===== src/rtl/chunk_serial_adder_pkg.sv =====
// chunk_serial_adder_pkg: shared types and sizing helpers for the
// chunked serial adder (FSM state enum, chunk count, counter width).
package chunk_serial_adder_pkg;

    typedef enum logic [1:0] {
        IDLE = 2'd0,
        RUN  = 2'd1,
        DONE = 2'd2
    } state_t;

    function automatic int num_chunks(input int width, input int chunk);
        return width / chunk;
    endfunction

    // Counter width is clog2 of the chunk count, never less than one bit.
    function automatic int cnt_width(input int width, input int chunk);
        int n;
        n = width / chunk;
        return (n <= 1) ? 1 : $clog2(n);
    endfunction

endpackage


===== src/rtl/chunk_ripple_adder.sv =====
// chunk_ripple_adder: combinational W-bit ripple adder.
// Ports: a, b operands; ci carry in; s sum; co carry out; c_msb_in carry into bit W-1.
module chunk_ripple_adder
    import chunk_serial_adder_pkg::*;
#(
    parameter int W = 4
) (
    input  logic [W-1:0] a,
    input  logic [W-1:0] b,
    input  logic         ci,
    output logic [W-1:0] s,
    output logic         co,
    output logic         c_msb_in
);

    logic [W:0] c;

    always_comb begin
        c    = '0;
        s    = '0;
        c[0] = ci;
        for (int i = 0; i < W; i++) begin
            s[i]   = a[i] ^ b[i] ^ c[i];
            c[i+1] = (a[i] & b[i]) | (c[i] & (a[i] ^ b[i]));
        end
    end

    assign co       = c[W];
    assign c_msb_in = c[W-1];

endmodule


===== src/rtl/chunk_serial_adder.sv =====
// chunk_serial_adder: WIDTH-bit add/sub processed CHUNK bits per clock.
// Ports: clk, rst (async high); in_valid/in_ready + a, b, sub, cin;
// out_valid/out_ready + sum, carry, overflow, zero.
module chunk_serial_adder
    import chunk_serial_adder_pkg::*;
#(
    parameter int WIDTH = 32,
    parameter int CHUNK = 4
) (
    input  logic             clk,
    input  logic             rst,
    input  logic             in_valid,
    output logic             in_ready,
    input  logic [WIDTH-1:0] a,
    input  logic [WIDTH-1:0] b,
    input  logic             sub,
    input  logic             cin,
    output logic             out_valid,
    input  logic             out_ready,
    output logic [WIDTH-1:0] sum,
    output logic             carry,
    output logic             overflow,
    output logic             zero
);

    localparam int N  = num_chunks(WIDTH, CHUNK);
    localparam int CW = cnt_width(WIDTH, CHUNK);
    localparam logic [CW-1:0] KLAST = CW'(N - 1);

    state_t           state;
    logic [CW-1:0]    k;
    logic [WIDTH-1:0] a_r;
    logic [WIDTH-1:0] b_r;
    logic [WIDTH-1:0] sum_r;
    logic             cr;
    logic             carry_r;
    logic             ovf_r;

    logic [CHUNK-1:0] ca;
    logic [CHUNK-1:0] cb;
    logic [CHUNK-1:0] cs;
    logic             co;
    logic             cmsb;

    assign ca = a_r[int'(k)*CHUNK +: CHUNK];
    assign cb = b_r[int'(k)*CHUNK +: CHUNK];

    chunk_ripple_adder #(
        .W(CHUNK)
    ) u_add (
        .a       (ca),
        .b       (cb),
        .ci      (cr),
        .s       (cs),
        .co      (co),
        .c_msb_in(cmsb)
    );

    always_ff @(posedge clk or posedge rst) begin
        if (rst) begin
            state   <= IDLE;
            k       <= '0;
            a_r     <= '0;
            b_r     <= '0;
            sum_r   <= '0;
            cr      <= 1'b0;
            carry_r <= 1'b0;
            ovf_r   <= 1'b0;
        end else begin
            case (state)
                IDLE: begin
                    if (in_valid) begin
                        a_r   <= a;
                        // Subtract as a + ~b + ~cin: borrow-in inverts.
                        b_r   <= sub ? ~b : b;
                        cr    <= sub ? ~cin : cin;
                        k     <= '0;
                        state <= RUN;
                    end
                end
                RUN: begin
                    sum_r[int'(k)*CHUNK +: CHUNK] <= cs;
                    cr <= co;
                    if (k == KLAST) begin
                        carry_r <= co;
                        ovf_r   <= cmsb ^ co;
                        state   <= DONE;
                    end else begin
                        k <= k + 1'b1;
                    end
                end
                DONE: begin
                    if (out_ready) begin
                        state <= IDLE;
                    end
                end
                default: state <= IDLE;
            endcase
        end
    end

    assign in_ready  = (state == IDLE);
    assign out_valid = (state == DONE);
    assign sum       = sum_r;
    assign carry     = carry_r;
    assign overflow  = ovf_r;
    // Gated by out_valid so the reset value reads as 0.
    assign zero      = out_valid && (sum_r == '0);

endmodule


===== config.mk =====
export PLATFORM = sky130hd
export DESIGN_NAME = chunk_serial_adder
export DESIGN_NICKNAME = d
export VERILOG_FILES = /design/src/rtl/chunk_serial_adder_pkg.sv /design/src/rtl/chunk_ripple_adder.sv /design/src/rtl/chunk_serial_adder.sv
export SDC_FILE = /design/constraint.sdc
export NUM_CORES = 1
export LEC_CHECK = 0
export BUFFER_PORTS_ARGS = -buffer_cell sky130_fd_sc_hd__buf_4
export CAP_MARGIN = 15
export CORE_ASPECT_RATIO = 0.75
export CORE_MARGIN = 5
export CORE_UTILIZATION = 40
export CTS_CLUSTER_DIAMETER = 200
export DETAILED_ROUTE_END_ITERATION = 10
export HOLD_SLACK_MARGIN = 0.08
export PLACE_DENSITY = 0.68
export REMOVE_ABC_BUFFERS = 1
export SETUP_SLACK_MARGIN = 0.02
export SLEW_MARGIN = 20
export SYNTH_ARGS = -nofsm -noshare
export SYNTH_HDL_FRONTEND = slang
export SYNTH_SLANG_ARGS = --single-unit
export TNS_END_PERCENT = 100

===== constraint.sdc =====
create_clock -name clk -period 8.7 [get_ports clk]
set_input_delay 1.74 -clock clk [delete_from_list [all_inputs] [get_ports clk]]
set_output_delay 1.74 -clock clk [all_outputs]
set_load 0.02 [all_outputs]

# ---- After elaboration in Yosys (flattened, before gate mapping)
# Index checks and enable logic that the tools add are counted.
dict set report op_classes {
  n_reduce_logical 9
  mux 12
  n_shift 4
  n_addsub 2
  bitwise 23
  n_eq_ne 7
}
# cell n
set op_table {}
lappend op_table {{indexed part select 32 x 6 -> 4 bit} 2}
lappend op_table {{negator 5 -> 33 bit} 1}
lappend op_table {{variable shift 4 x 33 -> 32 bit (first input constant)} 1}
lappend op_table {{indexed part select 4 x 33 -> 32 bit} 1}
lappend op_table {{bitwise mux 32 bit} 1}
lappend op_table {{zero test 32 bit} 1}
lappend op_table {{two-way mux 32 bit} 1}
lappend op_table {{inverter 32 bit} 1}
lappend op_table {{XOR 1 bit} 9}
lappend op_table {{AND 1 bit} 8}
lappend op_table {{two-way mux 2 bit} 3}
lappend op_table {{two-way mux 3 bit} 2}
lappend op_table {{!= test 2 bit (second input constant)} 3}
lappend op_table {{case mux 2 bit (3 select lines)} 1}
lappend op_table {{case mux 3 bit (2 select lines)} 1}
lappend op_table {{AND reduction 2 bit} 3}
lappend op_table {{AND reduction 3 bit} 2}
lappend op_table {{bitwise OR 1 bit} 4}
lappend op_table {{adder 3 x 1 -> 3 bit (second input constant)} 1}
lappend op_table {{equality test 3 bit (second input constant)} 1}
lappend op_table {{equality test 2 x 1 -> 1 bit (second input constant)} 1}
lappend op_table {{equality test 2 bit (second input constant)} 1}
lappend op_table {{zero test 2 bit} 1}
lappend op_table {{two-way mux 1 bit} 2}
lappend op_table {{5 further kinds} 5}
dict set report word_totals {
  in_bits 70
  reg_bits 104
  out_inout_bits 37
}

# ---- Logic depth before layout (Yosys ltp)
dict set report depth {
  depth_word 11
  mapped_depth 14
  mapped_depth_nobuf 12
}

# ---- Hierarchy
# Synthesis repeated with hierarchy kept, for this count alone.
dict set report hier_totals {
  cells_unflattened 421
  hier_area_um2 5185.0
}
# mod area_per_inst_um2 cells_each instances
set modules_own_cells {}
lappend modules_own_cells {chunk_serial_adder 5074.9 409 1}
lappend modules_own_cells {chunk_ripple_adder 110.1 12 1}

# ---- Worst setup path after synthesis
# No wires, ideal clock.
dict set report synth_path {
  path_type {reg2out}
  from {register sum_r[8] (netlist: sum[8])}
  to {output port zero}
  t_required_ns 6.960
  stages_incl_launch_ff 3
  arrival_ns 1.663
  n_path_buf 0
  slack_ns 5.297
  path_cell_list {dfrtp_1 > or4_1 > nor4_1}
}
dict set report synth_via {
  elab_chain_cells 2
}
# element line_no
set synth_lines {}
lappend synth_lines {{from (decl)} chunk_serial_adder.sv:34} ;# logic [WIDTH-1:0] sum_r;
lappend synth_lines {{from (signal, indexed assignment)} chunk_serial_adder.sv:82} ;# sum_r[int'(k)*CHUNK +: CHUNK] <= cs;
lappend synth_lines {{zero test 32 bit} chunk_serial_adder.sv:108} ;# assign zero = out_valid && (sum_r == '0);
lappend synth_lines {{logical AND 1 bit} chunk_serial_adder.sv:108}
lappend synth_lines {{to (decl)} chunk_serial_adder.sv:23} ;# output logic zero
# No other way between the ends.

# ---- Worst setup path after layout
dict set report layout_path {
  from {register k[0]}
  to {register sum_r[11] (netlist: sum[11])}
}
dict set report layout_via {
  elab_chain_cells 11
  word_cells_on_any_way 23
  classes_between {add/sub (1); shift (4); mux (1); bitwise (17)}
}
# element line_no
set layout_lines {}
lappend layout_lines {{from (decl)} chunk_serial_adder.sv:31} ;# logic [CW-1:0] k;
lappend layout_lines {{from (signal assigned)} chunk_serial_adder.sv:89} ;# k <= k + 1'b1;
lappend layout_lines {{indexed part select 32 x 6 -> 4 bit (on tied branches)} {chunk_serial_adder.sv:45, chunk_serial_adder.sv:46}}
lappend layout_lines {{XOR 1 bit} {chunk_ripple_adder.sv:23, chunk_ripple_adder.sv:24}}
lappend layout_lines {{AND 1 bit} chunk_ripple_adder.sv:24} ;# c[i+1] = (a[i] & b[i]) | (c[i] & (a[i] ^ b[i]));
lappend layout_lines {{bitwise OR 1 bit} chunk_ripple_adder.sv:24}
lappend layout_lines {{AND 1 bit} chunk_ripple_adder.sv:24}
lappend layout_lines {{bitwise OR 1 bit} chunk_ripple_adder.sv:24}
lappend layout_lines {{AND 1 bit} chunk_ripple_adder.sv:24}
lappend layout_lines {{bitwise OR 1 bit} chunk_ripple_adder.sv:24}
lappend layout_lines {{XOR 1 bit} chunk_ripple_adder.sv:23} ;# s[i] = a[i] ^ b[i] ^ c[i];
lappend layout_lines {{indexed part select 4 x 33 -> 32 bit} chunk_serial_adder.sv:82}
lappend layout_lines {{bitwise mux 32 bit *} chunk_serial_adder.sv:82}
# Mark *: on every way between the ends. The rest lies on a longest branch, timed or not.
# A chain may end at the register's enable or synchronous reset.

==> implementation parameters <==
Parameter                              Value

Timing
  Maximum clock rate    0.264 GHz
  Unrepaired setup endpoints after global routing    no
  Transition time at the pin with the least slew margin    1.01 ns
  Worst Slack Setup Final    4.91 ns
  Setup Total Neg Slack    0 ns
  Final Hold Fails    0
  Share of the clock period used by the worst path    a little over two fifths
  Max transition margin    32.4%
  Min cycle time layout    3.79 ns
  Final setup violation count    0
  Count of final max-slew check failures    0
  Setup skew after layout    0.00965 ns

Placed design
  Number of port buffers    106
  Worst setup slack after placement    slightly below 5 ns
  Weighted congestion reported at the end of routability-driven placement    0.831
  Hpwl dp    8560 um
  Post-placement cell count    662

Critical path
  Required arrival time at the worst endpoint    8.93 ns
  Arrival time at the worst endpoint    4.01 ns
  Reg-to-reg slack, setup    about 5 ns
  CP max stage cell    dfrtp_2
  Source of the critical timing path    k[0]
  CP endpoint    sum[11]
  Depth of the worst register-to-register path    12
  Worst Path Buf+Inv    4
  Number of stages on the worst setup path    12
  Critical path cell sequence    mux4_2, mux2i_1, fa_1, inv_1, fa_1, inv_1, fa_1, inv_1, fa_1, inv_1, nor2_1, mux2_2
  CP max stage delay    0.91 ns
  Critical setup path kind    reg -> reg
  CP Launch Type    register
  R2R Path Start    k[0]
  Biggest fanout along the worst timing path    29
  Endpoint of the most critical register-to-register path    sum[11]
  Kind of capture point of the worst setup path    register
  Largest delay contributor family on the critical path    adder cells

Global routing
  Overflow after GRT    0
  Global-route wire length before repair    19200 um
  Number of antenna violations at the first check in global routing    0
  Largest net degree at the start of global routing    99
  Combined global-route utilization of all metal layers    about 16%
  Number of global-route vias before repair    3687

Floorplan
  Die outline area    0.0152 mm^2
  Number of placed I/O pins    107
  Die Span Y    108 um
  Effective utilization at floorplan    41.3%
  Die width    141 um
  Row count    35
  Core area    approximately 0.012 mm^2

Logic synthesis
  Yosys top cell area share    50.7%
  Library cell with the largest summed area after synthesis    dfrtp_1
  Dominant cells by area after synthesis    dfrtp_1 (51%), mux2_2 (13%), mux4_2 (7.0%), xnor2_1 (5.5%), nor2_1 (3.7%)
  Post-synthesis cell type count    36
  Syn avg cell area    roughly 13 um^2
  Async set or reset register ratio after synthesis    100%
  Number of warnings issued by yosys    0
  Number of instances in the synthesized netlist    410
  Synth Cell Area    0.00514 mm^2
  Commonest cells in the synthesized netlist    dfrtp_1 (104), mux2_2 (60), nor2_1 (50), a21oi_1 (32), xnor2_1 (32)
  Most frequent cell after synthesis    dfrtp_1
  Seq cells post-synth    104
  Sequential cell area fraction in the yosys report    between 50% and 60%
  Ys flop type    dfrtp_1
  Count of flip-flops with a built-in enable after synthesis    0

Power and ir drop
  Share of total power in the clock network    14.7%
  Sw Ratio    41.1%
  Combinational fraction of design power    50.9%
  Switching power total    1.07 mW
  Seq pwr share    34.4%
  Cell-internal power    1.53 mW
  Power density normalized to cell area    around 410 mW/mm^2
  Tot Pwr    roughly 2.6 mW
  Static Leak    2.87 nW
  Highest ir drop seen on vdd    0.185 mV

Final layout
  Sequential standard cell area    0.00260 mm^2
  Net count of the finished layout    588
  Layout filler cell count    1120
  Multi-input gate area in the final layout    roughly 0.0023 mm^2
  Fraction of final layout cells sized beyond drive strength 1    42.0%
  Final cell count without fillers    a little under 700
  Antenna fix cells    0
  Synthesis-to-layout area growth    22.8%

Clocking
  Buffer type at the clock tree root    clkbuf_16
  Clock Latency Late Sink    0.34 ns
  Clock Sinks    104
  Cts hold-fix bufs    0
  Clock tree from TritonCTS    built
  Total CTS buffers    9
  Post-CTS resize count    0
  Worst-path clk slew    roughly 0.07 ns
  Setup Buffers After CTS    0
  Clock buffer depth    2
  Deepest level of the CTS H-tree    3

Run status
  Outcome    completed

Drt
  Number of routed nets with antenna violations    0
  Average wire per standard cell    about 17 um
  DRC violation total after the first TritonRoute iteration    194
  Via count    roughly 3400
  Number of search-and-repair iterations in the first detailed-routing pass    4
  Total Routed Length    11600 um
  Count of unresolved DRC violations after routing    0
  Via count normalized by instance count    between 4 and 5

Worst hold path
  Worst min-delay path category    reg -> reg

Run
  Total of max-cap violations    0
state kept, by name (all words and copies together) (netlist names):
signal and flops:
a_r 32, b_r 32, carry 1, cr 1, k 3, overflow 1
state 2, sum 32
cell usage in the layout, fill, tap and decap left out, types with 2 or more instances in the layout:
cell          n
buf_4       109
xor2_1        2
inv_1        14
nor3_1        2
mux2_2       60
xnor2_1      32
o21ai_0       2
a21oi_1      32
a22o_1        2
ha_1          7
nor4_1        8
dfrtp_1     103
clkbuf_16     9
fa_1          4
clkinvlp_4    2
nor2_1       50
clkinv_4      2
nand2_1      16
mux2_1        2
mux4_2       16
inv_6         2
nor3_2        3
nand3b_1      5
mux2i_1       9
or3b_2        2
metrics by stage:
step	instance area [um^2]	utilization (%)	hold slack (ns)
2_1_floorplan	4990	-	0.475
3_3_place_gp	6030	48.5	0.483
3_5_place_dp	6030	48.5	0.492
4_1_cts	6310	50.7	0.508
5_1_grt	6310	50.7	0.524
6_report	6310	50.7	0.504
layer usage:
| metal | vias to the layer above | routed length [um] | global-route usage [%] |
|---|---|---|---|
| met4 | 0 | 138 | 3.46 |
| li1 | 1619 | - | - |
| met3 | 11 | 529 | 4.07 |
| met5 | - | 0 | 0 |
| met1 | 1662 | 5790 | 23.3 |
| met2 | 88 | 5100 | 23.5 |
cell families after synthesis:
logic type,Yosys count,share of synthesized area (%)
AOI/OAI and AO/OA,39,4.24
DFF,104,50.7
adders and majority gates,11,3.26
buffers and inverters,39,3.97
muxes,87,22.4
and+or+nand+nor,96,9.70
xor gates and xnor gates,34,5.80
area by class of cell:
cell class                 count  area share (%)
sequential                   104            41.3
multi-input combinational    267            37.0
timing repair buffer         109            13.0
clock buffer                   9            3.57
tap                          166            3.29
inverter                      16           0.992
clock inverter                 7           0.873
power by group through the flow:
stage                     Clock, mW  Sequential [mW]  Combinational [mW]
after floorplan                   0            0.930               0.866
after global placement            0            0.895                1.30
after detailed placement          0            0.904                1.32
after CTS                     0.390            0.897                1.33
after global routing          0.409            0.932                1.44
final                         0.381            0.893                1.32
worst min-delay path by stage:
stage | cells after the start | slack [ns] | end | startpoint
finish | 1 | 0.50 | a_r[27] | a_r[27]
detailed placement | 1 | 0.49 | a_r[27] | a_r[27]
floorplan | 1 | 0.48 | a_r[10] | a_r[10]
global placement | 1 | 0.48 | a_r[31] | a_r[31]
global route | 1 | 0.52 | a_r[19] | a_r[19]
CTS | 1 | 0.51 | a_r[27] | a_r[27]
No activity file was read; power rests on OpenSTA's default activity.
